[src/rtl/operator_pkg.sv]
// Shared types and constants for the operator command sequencer.
package operator_pkg;

  typedef enum logic [1:0] {
    OP_NONE    = 2'd0,
    OP_ADD_SUB = 2'd1,
    OP_SUB_SUB = 2'd2
  } op_e;

  localparam int unsigned OP_REG_ADDR_DEF = 10;

  typedef enum logic [2:0] {
    IDLE,
    CFG,
    GAP,
    CALC,
    RSP
  } opseq_state_e;

  function automatic logic op_legal(input logic [1:0] op);
    return (op == 2'(OP_ADD_SUB)) || (op == 2'(OP_SUB_SUB));
  endfunction

endpackage

[src/rtl/operator_cmd_sequencer_if.sv]
// Command/response handshake plus operator register/operand bus.
interface operator_cmd_sequencer_if #(
  parameter int unsigned DATA_W = 32
) ();
  logic              cmd_valid;
  logic              cmd_ready;
  logic [1:0]        cmd_op;
  logic [DATA_W-1:0] cmd_a;
  logic [DATA_W-1:0] cmd_b;
  logic [DATA_W-1:0] cmd_c;
  logic              rsp_valid;
  logic              rsp_ready;
  logic [63:0]       rsp_z;
  logic              rsp_err;
  logic              reg_wr;
  logic [DATA_W-1:0] reg_addr;
  logic [DATA_W-1:0] reg_wr_data;
  logic [DATA_W-1:0] a;
  logic [DATA_W-1:0] b;
  logic [DATA_W-1:0] c;
  logic [63:0]       z;

  modport slave (
    input  cmd_valid, cmd_op, cmd_a, cmd_b, cmd_c, rsp_ready, z,
    output cmd_ready, rsp_valid, rsp_z, rsp_err, reg_wr, reg_addr, reg_wr_data, a, b, c
  );

  modport master (
    output cmd_valid, cmd_op, cmd_a, cmd_b, cmd_c, rsp_ready, z,
    input  cmd_ready, rsp_valid, rsp_z, rsp_err, reg_wr, reg_addr, reg_wr_data, a, b, c
  );
endinterface

[src/rtl/opseq_cycle_timer.sv]
// Loadable down-counter shared by the CFG/GAP/CALC phases; done when it reaches zero.
module opseq_cycle_timer #(
  parameter int unsigned CNT_W = 16
) (
  input  logic             clk,
  input  logic             rst,
  input  logic             load,
  input  logic [CNT_W-1:0] cnt_init,
  output logic             done
);
  logic [CNT_W-1:0] cnt_q;

  always_ff @(posedge clk or negedge rst) begin
    if (!rst) begin
      cnt_q <= '0;
    end else if (load) begin
      cnt_q <= cnt_init;
    end else if (cnt_q != '0) begin
      cnt_q <= cnt_q - CNT_W'(1);
    end
  end

  assign done = (cnt_q == '0);
endmodule

[src/rtl/operator_cmd_sequencer.sv]
// Command front-end for the operator IP: programs op type, drives operands, samples z.
// Optional op-type cache enabled by defining OPSEQ_CFG_CACHE_EN.
module operator_cmd_sequencer
  import operator_pkg::*;
#(
  parameter int unsigned DATA_W      = 32,
  parameter int unsigned OP_REG_ADDR = OP_REG_ADDR_DEF,
  parameter int unsigned WR_CYC      = 2,
  parameter int unsigned GAP_CYC     = 2,
  parameter int unsigned CALC_LAT    = 4
) (
  input  logic                      clk,
  input  logic                      rst,
  operator_cmd_sequencer_if.slave   bus
);
  localparam int unsigned CNT_W = 16;

  opseq_state_e      state_q, state_d;
  logic              pend_q, pend_d;
  logic              rdy_q;
  logic [1:0]        op_q;
  logic [DATA_W-1:0] ca_q, cb_q, cc_q;
  logic              reg_wr_q, rsp_valid_q, rsp_err_q;
  logic [DATA_W-1:0] reg_addr_q, reg_wr_data_q, a_q, b_q, c_q;
  logic [63:0]       rsp_z_q;
  logic              tmr_load, tmr_done;
  logic [CNT_W-1:0]  tmr_init;
  logic              cfg_hit;
  logic              accept;

  assign accept = bus.cmd_valid && rdy_q;

`ifdef OPSEQ_CFG_CACHE_EN
  logic       cache_vld_q;
  logic [1:0] cache_op_q;
  assign cfg_hit = cache_vld_q && (cache_op_q == op_q);
`else
  assign cfg_hit = 1'b0;
`endif

  opseq_cycle_timer #(.CNT_W(CNT_W)) u_timer (
    .clk      (clk),
    .rst      (rst),
    .load     (tmr_load),
    .cnt_init (tmr_init),
    .done     (tmr_done)
  );

  // The accept edge only registers the command; the decode happens one cycle later
  // in IDLE (pend_q), which is what places every phase one cycle after T.
  always_comb begin
    state_d  = state_q;
    pend_d   = pend_q;
    tmr_load = 1'b0;
    tmr_init = '0;
    unique case (state_q)
      IDLE: begin
        if (pend_q) begin
          pend_d = 1'b0;
          if (!op_legal(op_q))  state_d = RSP;
          else if (cfg_hit)     state_d = CALC;
          else                  state_d = CFG;
        end else if (accept) begin
          pend_d = 1'b1;
        end
      end
      CFG:  if (tmr_done) state_d = (GAP_CYC == 0) ? CALC : GAP;
      GAP:  if (tmr_done) state_d = CALC;
      CALC: if (tmr_done) state_d = RSP;
      RSP:  if (bus.rsp_ready) state_d = IDLE;
      default: state_d = IDLE;
    endcase

    tmr_load = (state_d != state_q) && (state_d inside {CFG, GAP, CALC});
    case (state_d)
      CFG:     tmr_init = CNT_W'(WR_CYC - 1);
      GAP:     tmr_init = CNT_W'((GAP_CYC > 0) ? GAP_CYC - 1 : 0);
      default: tmr_init = CNT_W'(CALC_LAT - 1);
    endcase
  end

  always_ff @(posedge clk or negedge rst) begin
    if (!rst) begin
      state_q       <= IDLE;
      pend_q        <= 1'b0;
      rdy_q         <= 1'b0;
      op_q          <= '0;
      ca_q          <= '0;
      cb_q          <= '0;
      cc_q          <= '0;
      reg_wr_q      <= 1'b0;
      reg_addr_q    <= '0;
      reg_wr_data_q <= '0;
      a_q           <= '0;
      b_q           <= '0;
      c_q           <= '0;
      rsp_valid_q   <= 1'b0;
      rsp_z_q       <= '0;
      rsp_err_q     <= 1'b0;
    end else begin
      state_q     <= state_d;
      pend_q      <= pend_d;
      rdy_q       <= (state_d == IDLE) && !pend_d;
      reg_wr_q    <= (state_d == CFG);
      rsp_valid_q <= (state_d == RSP);
      if (accept) begin
        op_q <= bus.cmd_op;
        ca_q <= bus.cmd_a;
        cb_q <= bus.cmd_b;
        cc_q <= bus.cmd_c;
      end
      if (state_d == CFG && state_q != CFG) begin
        reg_addr_q    <= DATA_W'(OP_REG_ADDR);
        reg_wr_data_q <= DATA_W'(op_q);
      end
      if (state_d == CALC && state_q != CALC) begin
        a_q <= ca_q;
        b_q <= cb_q;
        c_q <= cc_q;
      end
      if (state_q == CALC && state_d == RSP) begin
        rsp_z_q   <= bus.z;
        rsp_err_q <= 1'b0;
      end else if (state_q == IDLE && state_d == RSP) begin
        rsp_z_q   <= '0;
        rsp_err_q <= 1'b1;
      end
    end
  end

`ifdef OPSEQ_CFG_CACHE_EN
  always_ff @(posedge clk or negedge rst) begin
    if (!rst) begin
      cache_vld_q <= 1'b0;
      cache_op_q  <= '0;
    end else if (state_q == CFG && state_d != CFG) begin
      cache_vld_q <= 1'b1;
      cache_op_q  <= op_q;
    end
  end
`endif

  assign bus.cmd_ready   = rdy_q;
  assign bus.reg_wr      = reg_wr_q;
  assign bus.reg_addr    = reg_addr_q;
  assign bus.reg_wr_data = reg_wr_data_q;
  assign bus.a           = a_q;
  assign bus.b           = b_q;
  assign bus.c           = c_q;
  assign bus.rsp_valid   = rsp_valid_q;
  assign bus.rsp_z       = rsp_z_q;
  assign bus.rsp_err     = rsp_err_q;
endmodule

[src/flat_wrapper.sv]
// flat-port wrapper written by rule: the top's interface ports become plain ports
module operator_cmd_sequencer_flat import operator_pkg::*;
#(
  parameter int unsigned DATA_W      = 32,
  parameter int unsigned OP_REG_ADDR = OP_REG_ADDR_DEF,
  parameter int unsigned WR_CYC      = 2,
  parameter int unsigned GAP_CYC     = 2,
  parameter int unsigned CALC_LAT    = 4
)
  (clk, rst, bus_cmd_valid, bus_cmd_op, bus_cmd_a, bus_cmd_b, bus_cmd_c, bus_rsp_ready, bus_z, bus_cmd_ready, bus_rsp_valid, bus_rsp_z, bus_rsp_err, bus_reg_wr, bus_reg_addr, bus_reg_wr_data, bus_a, bus_b, bus_c);
  operator_cmd_sequencer_if #(.DATA_W(DATA_W)) bus_i ();
  input  logic clk;
  input  logic rst;
  input wire logic [$bits(bus_i.cmd_valid)-1:0] bus_cmd_valid;
  input wire logic [$bits(bus_i.cmd_op)-1:0] bus_cmd_op;
  input wire logic [$bits(bus_i.cmd_a)-1:0] bus_cmd_a;
  input wire logic [$bits(bus_i.cmd_b)-1:0] bus_cmd_b;
  input wire logic [$bits(bus_i.cmd_c)-1:0] bus_cmd_c;
  input wire logic [$bits(bus_i.rsp_ready)-1:0] bus_rsp_ready;
  input wire logic [$bits(bus_i.z)-1:0] bus_z;
  output wire logic [$bits(bus_i.cmd_ready)-1:0] bus_cmd_ready;
  output wire logic [$bits(bus_i.rsp_valid)-1:0] bus_rsp_valid;
  output wire logic [$bits(bus_i.rsp_z)-1:0] bus_rsp_z;
  output wire logic [$bits(bus_i.rsp_err)-1:0] bus_rsp_err;
  output wire logic [$bits(bus_i.reg_wr)-1:0] bus_reg_wr;
  output wire logic [$bits(bus_i.reg_addr)-1:0] bus_reg_addr;
  output wire logic [$bits(bus_i.reg_wr_data)-1:0] bus_reg_wr_data;
  output wire logic [$bits(bus_i.a)-1:0] bus_a;
  output wire logic [$bits(bus_i.b)-1:0] bus_b;
  output wire logic [$bits(bus_i.c)-1:0] bus_c;
  assign bus_i.cmd_valid = bus_cmd_valid;
  assign bus_i.cmd_op = bus_cmd_op;
  assign bus_i.cmd_a = bus_cmd_a;
  assign bus_i.cmd_b = bus_cmd_b;
  assign bus_i.cmd_c = bus_cmd_c;
  assign bus_i.rsp_ready = bus_rsp_ready;
  assign bus_i.z = bus_z;
  assign bus_cmd_ready = bus_i.cmd_ready;
  assign bus_rsp_valid = bus_i.rsp_valid;
  assign bus_rsp_z = bus_i.rsp_z;
  assign bus_rsp_err = bus_i.rsp_err;
  assign bus_reg_wr = bus_i.reg_wr;
  assign bus_reg_addr = bus_i.reg_addr;
  assign bus_reg_wr_data = bus_i.reg_wr_data;
  assign bus_a = bus_i.a;
  assign bus_b = bus_i.b;
  assign bus_c = bus_i.c;
  operator_cmd_sequencer #(.DATA_W(DATA_W), .OP_REG_ADDR(OP_REG_ADDR), .WR_CYC(WR_CYC), .GAP_CYC(GAP_CYC), .CALC_LAT(CALC_LAT)) u_core (.clk(clk), .rst(rst), .bus(bus_i));
endmodule
[config.mk]
export PLATFORM = sky130hd
export DESIGN_NAME = operator_cmd_sequencer_flat
export DESIGN_NICKNAME = d
export VERILOG_FILES = /design/src/rtl/operator_pkg.sv /design/src/rtl/operator_cmd_sequencer_if.sv /design/src/rtl/opseq_cycle_timer.sv /design/src/rtl/operator_cmd_sequencer.sv /design/src/flat_wrapper.sv
export SDC_FILE = /design/constraint.sdc
export NUM_CORES = 1
export LEC_CHECK = 0
export ABC_AREA = 1
export BUFFER_PORTS_ARGS = -buffer_cell sky130_fd_sc_hd__buf_2
export CAP_MARGIN = 0
export CORE_MARGIN = 3
export CORE_UTILIZATION = 50
export DETAILED_ROUTE_END_ITERATION = 10
export HOLD_SLACK_MARGIN = 0.02
export PLACE_DENSITY = 0.78
export SLEW_MARGIN = 20
export SYNTH_ARGS = -nofsm -noshare
export SYNTH_HDL_FRONTEND = slang
export SYNTH_SLANG_ARGS = --single-unit
export TNS_END_PERCENT = 100
[constraint.sdc]
create_clock -name clk -period 2.2 [get_ports clk]
set_input_delay 0 -clock clk [delete_from_list [all_inputs] [get_ports clk]]
set_output_delay 0 -clock clk [all_outputs]
set_load 0.01 [all_outputs]
# After elaboration in Yosys (flattened, before gate mapping)
# Cells that the tools add are included.
[classes]
add_sub_neg = 1
n_eq_ne = 13
muxes = 17
reduce_logical = 17
[ops]
columns = ["operator", "count"]
rows = [
  ["$mux 64", 2],
  ["$mux 16", 2],
  ["$mux 3", 6],
  ["$logic_not 16->1", 1],
  ["$reduce_bool 16->1", 1],
  ["$sub 16x1->16 const B", 1],
  ["$pmux 3 s5", 1],
  ["$eq 3x2->1 const B", 4],
  ["$logic_and 1x1->1", 7],
  ["$eq 3x1->1 const B", 2],
  ["$eq 3x3->1 const B", 2],
  ["$logic_not 3->1", 2],
  ["$mux 1", 5],
  ["$reduce_bool 2->1", 2],
  ["$ne 3x1->1 const B", 1],
  ["$ne 3x2->1 const B", 1],
  ["$ne 3x3->1", 1],
  ["$reduce_bool 3->1", 1],
  ["$eq 2x1->1 const B", 1],
  ["$eq 2x2->1 const B", 1],
  ["$mux 2", 1],
  ["$reduce_or 2->1", 1],
  ["$logic_not 1->1", 1],
  ["$logic_or 1x1->1", 1],
]
[totals]
output_inout_bits = 228
inputBits = 166
reg_bits = 285
wordCells = 65

# Logic depth before layout (Yosys ltp)
# Gate-level depths: netlist of the first run.
[logic_depth]
word_depth = 9
ltp_mapped = 14
mapped_depth_nobuf = 14

# Hierarchy
# Synthesis of the first run repeated with hierarchy kept, for this count alone.
[unflattened]
cells_unflattened = 1298
area_unflattened_um2 = 12269.3
[by_module_without_submodules]
columns = ["module", "instances", "seq_area_each_um2", "area_each_um2", "cells_per_inst"]
rows = [
  ["operator_cmd_sequencer", 1, 6731.5, 11150.7, 1130],
  ["opseq_cycle_timer", 1, 400.4, 1118.6, 168],
]

# Worst setup path after synthesis of the first run
# Ideal clock, no wire load.
[synth_path]
kind = "register to register"
from = "reg u_core.u_timer.cnt_q[0]"
to = "reg u_core.u_timer.cnt_q[13]"
path_stages_with_launch = 15
path_slack_ps = 503
arrival_ps = 1575
setup_time_ps = 122
path_buffers = 1
required_ps = 2078
period_less_slack_ps = 1697
path_cell_list = "dfrtp_1 inv_1 ha_1 nand2_1 nor2_1 nand2_1 nand2_1 nand2_2 nor2_4 nand2_1 nand2_2 nand2_4 inv_2 buf_8 nor2_4"
[synth_via]
elab_chain_cells = 7
elab_cells_between_ends = 16
cone_classes = "add/sub (1); eq/ne (4); mux (6); reduce/logical (5)"
[synth_rtl]
columns = ["item", "line", "rtl"]
rows = [
  ["start, declared", "opseq_cycle_timer.sv:11", "logic [CNT_W-1:0] cnt_q;"],
  ["start signal, assigned", "opseq_cycle_timer.sv:17", "cnt_q <= cnt_init;"],
  ["start signal, assigned", "opseq_cycle_timer.sv:19", "cnt_q <= cnt_q - CNT_W'(1);"],
  ["$logic_not 16->1 (*)", "opseq_cycle_timer.sv:23", "assign done = (cnt_q == '0);"],
  ["$mux 3, on equally long branches", "operator_cmd_sequencer.sv:69, operator_cmd_sequencer.sv:67, operator_cmd_sequencer.sv:68", ""],
  ["$pmux 3 s5 (*)", "operator_cmd_sequencer.sv:56", "unique case (state_q)"],
  ["named net u_core.state_d[0]", "operator_cmd_sequencer.sv:18", "opseq_state_e state_q, state_d;"],
  ["$eq 3x1->1 or $eq 3x2->1 (tied branches)", "operator_cmd_sequencer.sv:74", "tmr_load = (state_d != state_q) && (state_d inside {CFG, GAP, CALC});"],
  ["$reduce_bool 3->1", "operator_cmd_sequencer.sv:74", ""],
  ["$logic_and 1x1->1 (*)", "operator_cmd_sequencer.sv:74", ""],
  ["$mux 16 or $reduce_bool 2->1 (tied branches)", "-", ""],
]
# Mark *: on every way through the listed nets, which the timed path passes. The rest lies on a longest branch. The select of a mux whose other input is x is not followed.
# A chain may end at the register's enable or synchronous reset.

# Final worst setup path of the first run
[layout_path]
from = "reg u_core.u_timer.cnt_q[0]"
to = "reg u_core.u_timer.cnt_q[15]"
# The elaborated chain is that of the path after synthesis.

==> impl_metrics.toml, run 1 <==
[drt]
wl_met3_um = 2797
wl_met1_um = 12420
wl_um = 32940
ant_nets = 0
drc = 0
dr.pass1.iters = 5
vias_per_cell = 4.967
drt-initial-drc-count = 733
wl_per_cell_um = 16.21
highest_layer = "met4"
met2_length_um = 16550
num_vias = 10090

[worst_setup_path]
crit_path_end_kind = "flop"
worstSetupStartpointType = "flop"
crit_fanout = 11
critPathKind = "flop to flop"
ff2ff_setup_slack_ns = 0.18
r2r-end = "u_core.u_timer.cnt_q[15]$_DFFE_PN0P_"
slowest_delay_ns = 0.38
worst_ep_required_time_ns = 2.62
crit_chain = "inv_1 -> ha_1 -> nand2_1 -> nor2_1 -> nand3_1 -> o21ai_2 -> inv_1 -> nand2_2 -> nand2_4 -> inv_2 -> nor2_1"
r2r-start = "u_core.u_timer.cnt_q[0]$_DFFE_PN0P_"
ff2ff_path_depth = 11
cp.arrival_ns = 2.43
slowest_stage = "dfrtp_1"

[logic_synthesis]
syn-cell-area_sq_um = 11620
yosysUniqueCellTypes = 32
synthArstFlopShare = 1.000
netlist_top_cells_area = "dfrtp_1 61%, o21ai_0 6.2%, inv_1 5.7%, nand2_1 4.4%, a21oi_1 4.1%"
synth_seq_cells = 285
synth-seq-area-share = 0.6138
synth_edf_count = 0
synth_common_cells = "285 x dfrtp_1, 177 x inv_1, 145 x o21ai_0, 136 x nand2_1, 119 x nor2_1"
yosysTopAreaCellShare = 0.6138
yosys.area.top_type = "dfrtp_1"
post-synth-top-count-cell = "dfrtp_1"
ys.flop_type = "dfrtp_1"
syn-instance-count = 1237
ys_warn_count = 0
syn_avg_cell_area_sq_um = 9.394

[sta]
hold_slack_ns = 0.04461
hold_viol = 0
worstMarginPinSlew_ns = 0.5981
setup_tns_ns = 0
period_needed_ns = 2.019
report.final.setup_viol = 0
layout_setup_ws_ns = 0.1806
slew_headroom = 0.6013
slew_viol_final = 0
period_share = 0.9179
grt_setup_unrepaired = "no"
skew_ns = 0.01436
fmax_mhz = 495.2

[layout]
fin_nets = 1887
nFillCells = 1526
syn_to_final_growth_pct = 38.70
drive_above_1_share = 0.2534

[clock_network]
clkLatencyLatePin_ns = 0.55
clock_sinks = 285
h-tree-depth = 1
numCtsBuffers = 30
clk_pin_slew_worst_paths_ns = 0.06
post_cts_buffers = 0
cts_tree = "done"
root_buffer = "clkbuf_16"
cts.path.max_buffers = 3

[global_routing]
grt_overflow_total = 0
track_usage = 0.2526
grt_pass1_wl_um = 51210
grt_pass1_vias = 10420
antenna_found_initial = 2
grt_max_degree = 132

[outcome]
status = "completed"

[power]
total_power_w = 0.02054
ir_worst_vdd_mv = 0.8706
pwr_density_cell_nw_per_um2 = 1275
p_leak_nw = 8.862

[die]
rows = 55
coreArea_sq_um = 22710
initial_utilization = 0.5117
io_pins = 394
die_h_um = 158.4
dieArea_sq_um = 25100
die_x_um = 158.4

[place]
dpl_worst_slack_ns = 0.2091
gp_congestion = 0.8752
place.port_buffers = 333
place_hpwl_um = 19740

[worst_hold_path]
hold_path_class = "input port to async pin"

[job]
maxCapViolations = 0
critical path: cells and delay by family (launching register included):
family,cells,cell delay [ns]
AND/OR/NAND/NOR,6,0.73
buffers and inverters,3,0.42
flip-flops,1,0.38
AO/OA/AOI/OAI,1,0.18
adder cells (fa/ha/maj),1,0.17
worst max-delay path by stage:
stage / startpoint / to / slack, ns / cells after the start
floorplan: u_core.u_timer.cnt_q[0]$_DFFE_PN0P_ / u_core.u_timer.cnt_q[13]$_DFFE_PN0P_ / 0.50 / 14
global placement: u_core.u_timer.cnt_q[0]$_DFFE_PN0P_ / u_core.u_timer.cnt_q[15]$_DFFE_PN0P_ / 0.31 / 13
detailed placement: u_core.u_timer.cnt_q[0]$_DFFE_PN0P_ / u_core.u_timer.cnt_q[15]$_DFFE_PN0P_ / 0.21 / 11
CTS: u_core.u_timer.cnt_q[0]$_DFFE_PN0P_ / u_core.u_timer.cnt_q[15]$_DFFE_PN0P_ / 0.22 / 11
global route: u_core.u_timer.cnt_q[0]$_DFFE_PN0P_ / u_core.u_timer.cnt_q[15]$_DFFE_PN0P_ / 0.05 / 11
finish: u_core.u_timer.cnt_q[0]$_DFFE_PN0P_ / u_core.u_timer.cnt_q[15]$_DFFE_PN0P_ / 0.18 / 11
registers in the layout (all words and copies together), names as in the netlist:
| signal | cells |
|---|---|
| u_core.bus.reg_addr | 1 |
| u_core.ca_q | 32 |
| u_core.bus.b | 32 |
| u_core.op_q | 2 |
| u_core.bus.a | 32 |
| u_core.bus.c | 32 |
| u_core.state_q | 3 |
| u_core.bus.reg_wr | 1 |
| u_core.pend_q | 1 |
| u_core.cb_q | 32 |
| u_core.cc_q | 32 |
| u_core.bus.rsp_err | 1 |
| u_core.bus.rsp_z | 64 |
| u_core.bus.reg_wr_data | 2 |
| u_core.bus.rsp_valid | 1 |
| u_core.u_timer.cnt_q | 16 |
| u_core.bus.cmd_ready | 1 |
layer usage:
layer | global-route usage | up-vias
li1 | - | 4727
met1 | 0.2981 | 4827
met2 | 0.4398 | 449
met3 | 0.06877 | 89
met4 | 0.1012 | 0
met5 | 0 | -
cells by family after synthesis:
group	after synthesis	synth area share
buffers and inverters	306	0.1225
adder cells (fa/ha/maj)	1	0.001077
AND/OR/NAND/NOR	364	0.1349
multiplexers	2	0.001938
XOR/XNOR	14	0.01055
AO/OA/AOI/OAI	264	0.1149
other	1	0.0003227
flip-flops	285	0.6138
final cells by class:
cell class,instances,area [sq um],share of cell area
Timing Repair Buffer,518,3626,0.2250
Inverter,180,675.6,0.04192
Sequential cell,285,7132,0.4425
Clock buffer,39,834.6,0.05178
Tap cell,285,356.6,0.02213
Clock inverter,17,178.9,0.01110
Multi-Input combinational cell,705,3306,0.2051
Antenna cell,3,7.507,0.0004658
timing repair:
action                     in CTS  in global routing
setup endpoints to repair       0                  1
gates resized for setup         0                  1
hold endpoints to repair      450                  0
hold buffers                  164                  0
report_power, final:
group | switching, W | internal [W] | total (W)
clock | 0.00213 | 0.00294 | 0.00508
combinational | 0.00421 | 0.00269 | 0.00691
sequential | 0.00113 | 0.00743 | 0.00856
total | 0.00748 | 0.0131 | 0.0205
placed cells by master (no fill, tap or decap), types with 2 or more instances in the layout:
cell type / synthesis / final
o21a_1: 2 / 2
buf_4: 61 / 9
inv_1: 177 / 176
clkbuf_8: 0 / 5
dlygate4sd3_1: 0 / 164
buf_12: 0 / 12
or2_2: 3 / 3
diode_2: 0 / 3
nor2_4: 3 / 3
mux2_2: 2 / 2
clkinv_8: 0 / 2
xor2_1: 11 / 11
buf_2: 28 / 332
nor2_2: 15 / 15
nor2_1: 119 / 119
nand4_1: 2 / 2
bufinv_16: 0 / 2
clkinvlp_4: 0 / 4
o21ai_0: 145 / 144
o21ai_1: 18 / 19
nand3_1: 74 / 73
nand2_2: 5 / 5
clkbuf_1: 32 / 4
a22oi_1: 2 / 2
nand2_4: 1 / 2
inv_6: 0 / 3
a21oi_1: 96 / 96
inv_2: 3 / 4
dfrtp_1: 285 / 285
nor3_1: 2 / 2
clkbuf_16: 0 / 30
xnor2_1: 3 / 3
nand2_1: 136 / 135
conb_1: 1 / 60
clkinv_2: 0 / 6
nand3b_1: 2 / 2
metrics by stage:
step                      cell area (sq um)    util  std cells
after floorplan                       11840       -       1296
after detailed placement              13450  0.5925       1809
final                                 16120  0.7097       2032
after CTS                             16110  0.7094       2029
after global routing                  16110  0.7096       2031
after global placement                13450  0.5925       1809
Note: power is estimated with default switching activity, not from simulation.
==> run 2: changes to the inputs <==
Settings changed: CORE_UTILIZATION 50 to 51, SYNTH_HIERARCHICAL set to 1.
==> run 2 against run 1 <==
Effect of this change:
- highest routed layer is now met5
- global-route usage grew 2.3 points
- critical path depth grew 4
- utilization grew 7.0 points
- the run now ends with setup timing left
==> impl_metrics.toml, run 2 <==
[place]
place_hpwl_um = 20570
gp_congestion = 0.8647
dpl_worst_slack_ns = -0.2396
place.port_buffers = 333

[sta]
layout_setup_ws_ns = -0.1968
report.final.setup_viol = 135
fmax_mhz = 417.2
grt_setup_unrepaired = "yes"
worstMarginPinSlew_ns = 1.036
slew_headroom = 0.3069
period_needed_ns = 2.397
skew_ns = 0.02304
hold_viol = 0
hold_slack_ns = 0.07609
period_share = 1.089
slew_viol_final = 0

[layout]
final_common_cell = "buf_2"
nFillCells = 1256
syn_to_final_growth_pct = 49.69
layout_common_cells = "333 x buf_2, 285 x dfrtp_1, 187 x inv_1"
largest_reg_flops = 64
seq_area_sq_um = 7132
multi_input_area_sq_um = 4501
fin_nets = 2027
drive_above_1_share = 0.3844

[outcome]
status = "finished with violations"
violations = "setup timing"

[drt]
drc = 0
wl_um = 46120
num_vias = 11820
dr.pass1.iters = 8
wl_per_cell_um = 20.94
ant_nets = 0
drt-initial-drc-count = 1469
vias_per_cell = 5.368

[clock_network]
h-tree-depth = 1
numCtsBuffers = 30
clk_pin_slew_worst_paths_ns = 0.06
cts_tree = "done"
root_buffer = "clkbuf_16"
cts.path.max_buffers = 3
clock_sinks = 285
clkLatencyLatePin_ns = 0.54

[logic_synthesis]
ys_warn_count = 6
synth_compound_area_frac = 0.1271
syn-cell-area_sq_um = 12270
ys.flop_type = "dfrtp_1"
synthArstFlopShare = 1.000
muxShareOfSynthArea = 0
synthSimpleGateAreaFrac = 0.1571
post-synth-top-count-cell = "dfrtp_1"
synth_common_cells = "285 x dfrtp_1, 193 x inv_1, 177 x nand2_1, 124 x nor2_1, 100 x a21oi_1"
yosysTopAreaCellShare = 0.5813
synth_top_family_by_area = "simple AND/OR/NAND/NOR gates"
synthXorXnorAreaFrac = 0.003569
syn_avg_cell_area_sq_um = 9.452
yosys.area.top_type = "dfrtp_1"
syn-instance-count = 1298
netlist_top_cells_area = "dfrtp_1 58%, inv_1 5.9%, nand2_1 5.4%, buf_4 4.6%, a21oi_1 4.1%"
synth_adder_area_share = 0.001020
synth_edf_count = 0
synth-seq-area-share = 0.5813
yosysUniqueCellTypes = 33
synth_seq_cells = 285

[worst_setup_path]
r2r-end = "u_core/bus.a[26]$_DFFE_PN0P_"
critPathKind = "flop to flop"
crit_family = "buffers and inverters"
slowest_delay_ns = 0.40
crit_path_end_kind = "flop"
ff2ff_setup_slack_ns = -0.20
ff2ff_path_depth = 15
cp.arrival_ns = 2.82
slowest_stage = "dfrtp_1"
worst_ep_required_time_ns = 2.63
r2r-start = "u_core/u_timer/cnt_q[1]$_DFFE_PN0P_"
crit_fanout = 5
worstSetupStartpointType = "flop"
cp_num_buf_inv = 7
crit_chain = "inv_2 -> ha_4 -> nand2_4 -> nor2_4 -> nand3_4 -> nor3_4 -> buf_4 -> buf_6 -> nand4_1 -> buf_6 -> buf_4 -> clkbuf_16 -> buf_4 -> nand2_1 -> o21ai_1"
crit_top_cell = "buf_4"

[die]
initial_utilization = 0.5212
die_h_um = 161.1
coreArea_sq_um = 23540
die_x_um = 161.1
dieArea_sq_um = 25950
rows = 56
io_pins = 394

[worst_hold_path]
hold_path_class = "input port to async pin"

[power]
p_leak_nw = 9.926
pwr_density_cell_nw_per_um2 = 1093
ir_worst_vdd_mv = 0.7596

[global_routing]
grt_pass1_vias = 11330
antenna_found_initial = 3
grt_overflow_total = 0
track_usage = 0.2754
grt_pass1_wl_um = 58410
grt_max_degree = 78

[job]
maxCapViolations = 0
run 2: where the power goes:
group          internal (W)  switching (W)  total (W)
clock network       0.00327        0.00210    0.00537
registers           0.00688       0.000956    0.00784
logic               0.00273        0.00414    0.00686
total                0.0129        0.00719     0.0201
run 2: worst max path at each step:
stage                                              from                                   end  slack (ns)  depth (start not counted)
floorplan           u_core/u_timer/cnt_q[0]$_DFFE_PN0P_   u_core/u_timer/cnt_q[4]$_DFFE_PN0P_       -0.01                         18
global placement    u_core/u_timer/cnt_q[7]$_DFFE_PN0P_   u_core/u_timer/cnt_q[6]$_DFFE_PN0P_        -0.1                         15
detailed placement  u_core/u_timer/cnt_q[1]$_DFFE_PN0P_   u_core/u_timer/cnt_q[6]$_DFFE_PN0P_       -0.24                         16
CTS                 u_core/u_timer/cnt_q[1]$_DFFE_PN0P_  u_core/u_timer/cnt_q[12]$_DFFE_PN0P_       -0.07                         18
global route        u_core/u_timer/cnt_q[1]$_DFFE_PN0P_  u_core/u_timer/cnt_q[12]$_DFFE_PN0P_       -0.31                         17
finish              u_core/u_timer/cnt_q[1]$_DFFE_PN0P_          u_core/bus.a[26]$_DFFE_PN0P_       -0.20                         15
run 2: worst reg2reg max path: stages (launching register included):
cell and delay [ns]:
dfrtp_1 0.40, inv_2 0.09, ha_4 0.14, nand2_4 0.06, nor2_4 0.13, nand3_4 0.10, nor3_4 0.22, buf_4 0.15
buf_6 0.10, nand4_1 0.12, buf_6 0.18, buf_4 0.15, clkbuf_16 0.15, buf_4 0.14, nand2_1 0.07, o21ai_1 0.08
run 2: what timing repair did:
item | in CTS | in global routing
pin swaps | 11 | 17
endpoints found under the setup margin | 20 | 137
hold buffers | 166 | 0
gates resized for setup | 14 | 250
gates cloned | 0 | 23
hold endpoints to repair | 450 | 0
setup buffers | 3 | 12
run 2: cells by family after synthesis:
kind of cell	count (synthesis)
other	2
and+or+nand+nor	406
AOI/OAI and AO/OA	278
DFF	285
xor gates and xnor gates	5
adders and majority gates	1
buffers and inverters	321
run 2: area by class of cell:
class,count,area share
Clock buffer,46,0.04912
Sequential cell,285,0.3883
Antenna cell,2,0.0002725
Clock inverter,7,0.007698
Inverter,194,0.03992
Tap cell,319,0.02173
Multi-Input combinational cell,765,0.2450
Timing Repair Buffer,584,0.2479
run 2: per-layer routing:
layer / GRT usage / up-vias / wire [um]
li1: - / 5085 / -
met1: 0.3151 / 5589 / 15290
met2: 0.5040 / 879 / 23560
met3: 0.05437 / 265 / 4056
met4: 0.1146 / 2 / 3201
met5: 0 / - / 11
run 2: through the flow:
stage,utilization,power (W),cell area [sq um],setup TNS [ns],instances
floorplan,-,0.01122,12600,-0.009986,1371
global placement,0.6095,0.01291,14350,-0.6324,1944
detailed placement,0.6095,0.01322,14350,-2.634,1944
CTS,0.7278,0.01894,17130,-0.3697,2166
global route,0.7801,0.02102,18370,-21.46,2202
finish,0.7801,0.02007,18370,-11.35,2202
==> run 3: changes to the inputs <==
Settings changed: SETUP_SLACK_MARGIN set to 0.3.
==> run 3 against run 2 <==
Effect of this change:
- the run still ends with setup timing left
- clock skew is 0.0027 ns lower
- non-clock buffer count is 47 higher
- final cell count is 2.2% higher
- maximum frequency is 3.8% lower
- combinational power is 7.6% higher
- setup slack worse by 0.093 ns
- critical path type unchanged
- highest routed layer unchanged
- via count is 8.2% higher
- die area stayed put
==> impl_metrics.toml, run 3 (synthesis gave the netlist of run 2 again) <==
[outcome]
status = "finished with violations"
violations = "setup timing"

[place]
post-place-cells = 1948
place_hpwl_um = 20690
dpl_worst_slack_ns = -0.2317
gp_congestion = 0.8483
place.port_buffers = 333

[power]
total_power_w = 0.02114
p_leak_nw = 10.58
pwr_density_cell_nw_per_um2 = 1060
ir_worst_vdd_mv = 0.8999

[die]
die_x_um = 161.1
io_pins = 394
dieArea_sq_um = 25950
initial_utilization = 0.5212
coreArea_sq_um = 23540
die_h_um = 161.1
rows = 56

[worst_setup_path]
cp.arrival_ns = 2.91
crit_path_end_kind = "flop"
worstSetupStartpointType = "flop"
setup.worst_path.start = "u_core/u_timer/cnt_q[14]$_DFFE_PN0P_"
worst_ep_required_time_ns = 2.62
crit_fanout = 9
ff2ff_setup_slack_ns = -0.29
critPathKind = "flop to flop"
r2r-start = "u_core/u_timer/cnt_q[14]$_DFFE_PN0P_"

[layout]
largest_reg_flops = 64
layout_common_cells = "333 x buf_2, 284 x dfrtp_1, 189 x inv_1"
nFillCells = 950
final_common_cell = "buf_2"
fin_cells = 2250
syn_to_final_growth_pct = 62.51
final_util = 0.8469
multi_input_area_sq_um = 5119
fin_nets = 2073
drive_above_1_share = 0.4256
seq_area_sq_um = 7133

[drt]
wl_per_cell_um = 24.05
vias_per_cell = 5.682
drc = 0
num_vias = 12790
ant_nets = 0
wl_um = 54120
drt-initial-drc-count = 1785
dr.pass1.iters = 6

[clock_network]
clkLatencyLatePin_ns = 0.56
cts.path.max_buffers = 3
numCtsBuffers = 29
h-tree-depth = 1
clk_pin_slew_worst_paths_ns = 0.07
root_buffer = "clkbuf_16"
clock_sinks = 285
cts_tree = "done"

[job]
maxCapViolations = 0

[sta]
slew_viol_final = 0
worstMarginPinSlew_ns = 0.7113
skew_ns = 0.02036
report.final.setup_viol = 174
period_needed_ns = 2.490
layout_setup_ws_ns = -0.2902
fmax_mhz = 401.6
slew_headroom = 0.5258
hold_viol = 0
grt_setup_unrepaired = "yes"
hold_slack_ns = 0.002779
period_share = 1.132

[global_routing]
grt_max_degree = 110
antenna_found_initial = 5
track_usage = 0.3031
grt_overflow_total = 0
grt_pass1_wl_um = 63390
grt_pass1_vias = 12150

[worst_hold_path]
hold_path_class = "input port to async pin"
[run 3: cell types whose count changed in the layout (fill, tap and decap cells not counted), sizes merged, moves of 2 or more]
cell	previous run	this run
buf	404	440
dlygate4sd3	165	174
bufinv	4	7
clkbuf	61	58
clkinv	3	5
inv	193	195
[run 3: final cells by class]
type,instances,share of cell area
clock buffers,41,0.04217
well taps,319,0.02002
multi-input cells,765,0.2567
clock inverters,13,0.01242
inverters,194,0.03665
repair buffers,631,0.2740
flip-flops and latches,285,0.3577
diodes,2,0.0002510
[run 3: power by group]
| group | switching, W | internal, W |
|---|---|---|
| logic | 0.00452 | 0.00287 |
| registers | 0.00115 | 0.00689 |
| clock network | 0.00223 | 0.00348 |
| total | 0.00790 | 0.0132 |
[run 3: worst paths after layout]
kind | cells past startpoint | to
setup / recovery | 10 | u_core/bus.a[14]$_DFFE_PN0P_
min in group clk | 4 | u_core/bus.rsp_z[1]$_DFFE_PN0P_
hold / removal | 2 | u_core/bus.reg_wr$_DFF_PN0_
hold reg to reg | 2 | u_core/bus.rsp_z[36]$_DFFE_PN0P_
setup reg to reg | 10 | u_core/bus.a[14]$_DFFE_PN0P_
max in group asynchronous | 3 | u_core/cc_q[18]$_DFFE_PN0P_
[run 3: critical path, stage by stage, from the launching register on]
cell,delay [ns]
dfrtp_1,0.40
nor2_1,0.22
nand3_1,0.24
nor3_4,0.29
buf_4,0.15
buf_6,0.09
nand4_1,0.12
buf_6,0.21
buf_6,0.16
buf_16,0.14
o21ai_0,0.33
[run 3: timing repair]
item,in CTS,in global routing
endpoints found under the hold margin,450,0
endpoints found under the setup margin,170,182
gates cloned,15,24
pin swaps,37,5
hold buffers,174,0
gates resized for setup,145,300
setup buffers,16,17
[run 3: metal layers]
layer	GRT usage	wire length, um
met1	0.3524	17280
met2	0.5389	26210
met3	0.06514	5664
met4	0.1381	4918
met5	0	45
[run 3: metrics by stage]
step | instance area [sq um] | TNS [ns]
after floorplan | 12610 | -0.007810
after global placement | 14370 | -0.3087
after detailed placement | 14370 | -2.958
after CTS | 18120 | -0.08268
after global routing | 19940 | -30.74
final | 19940 | -24.45
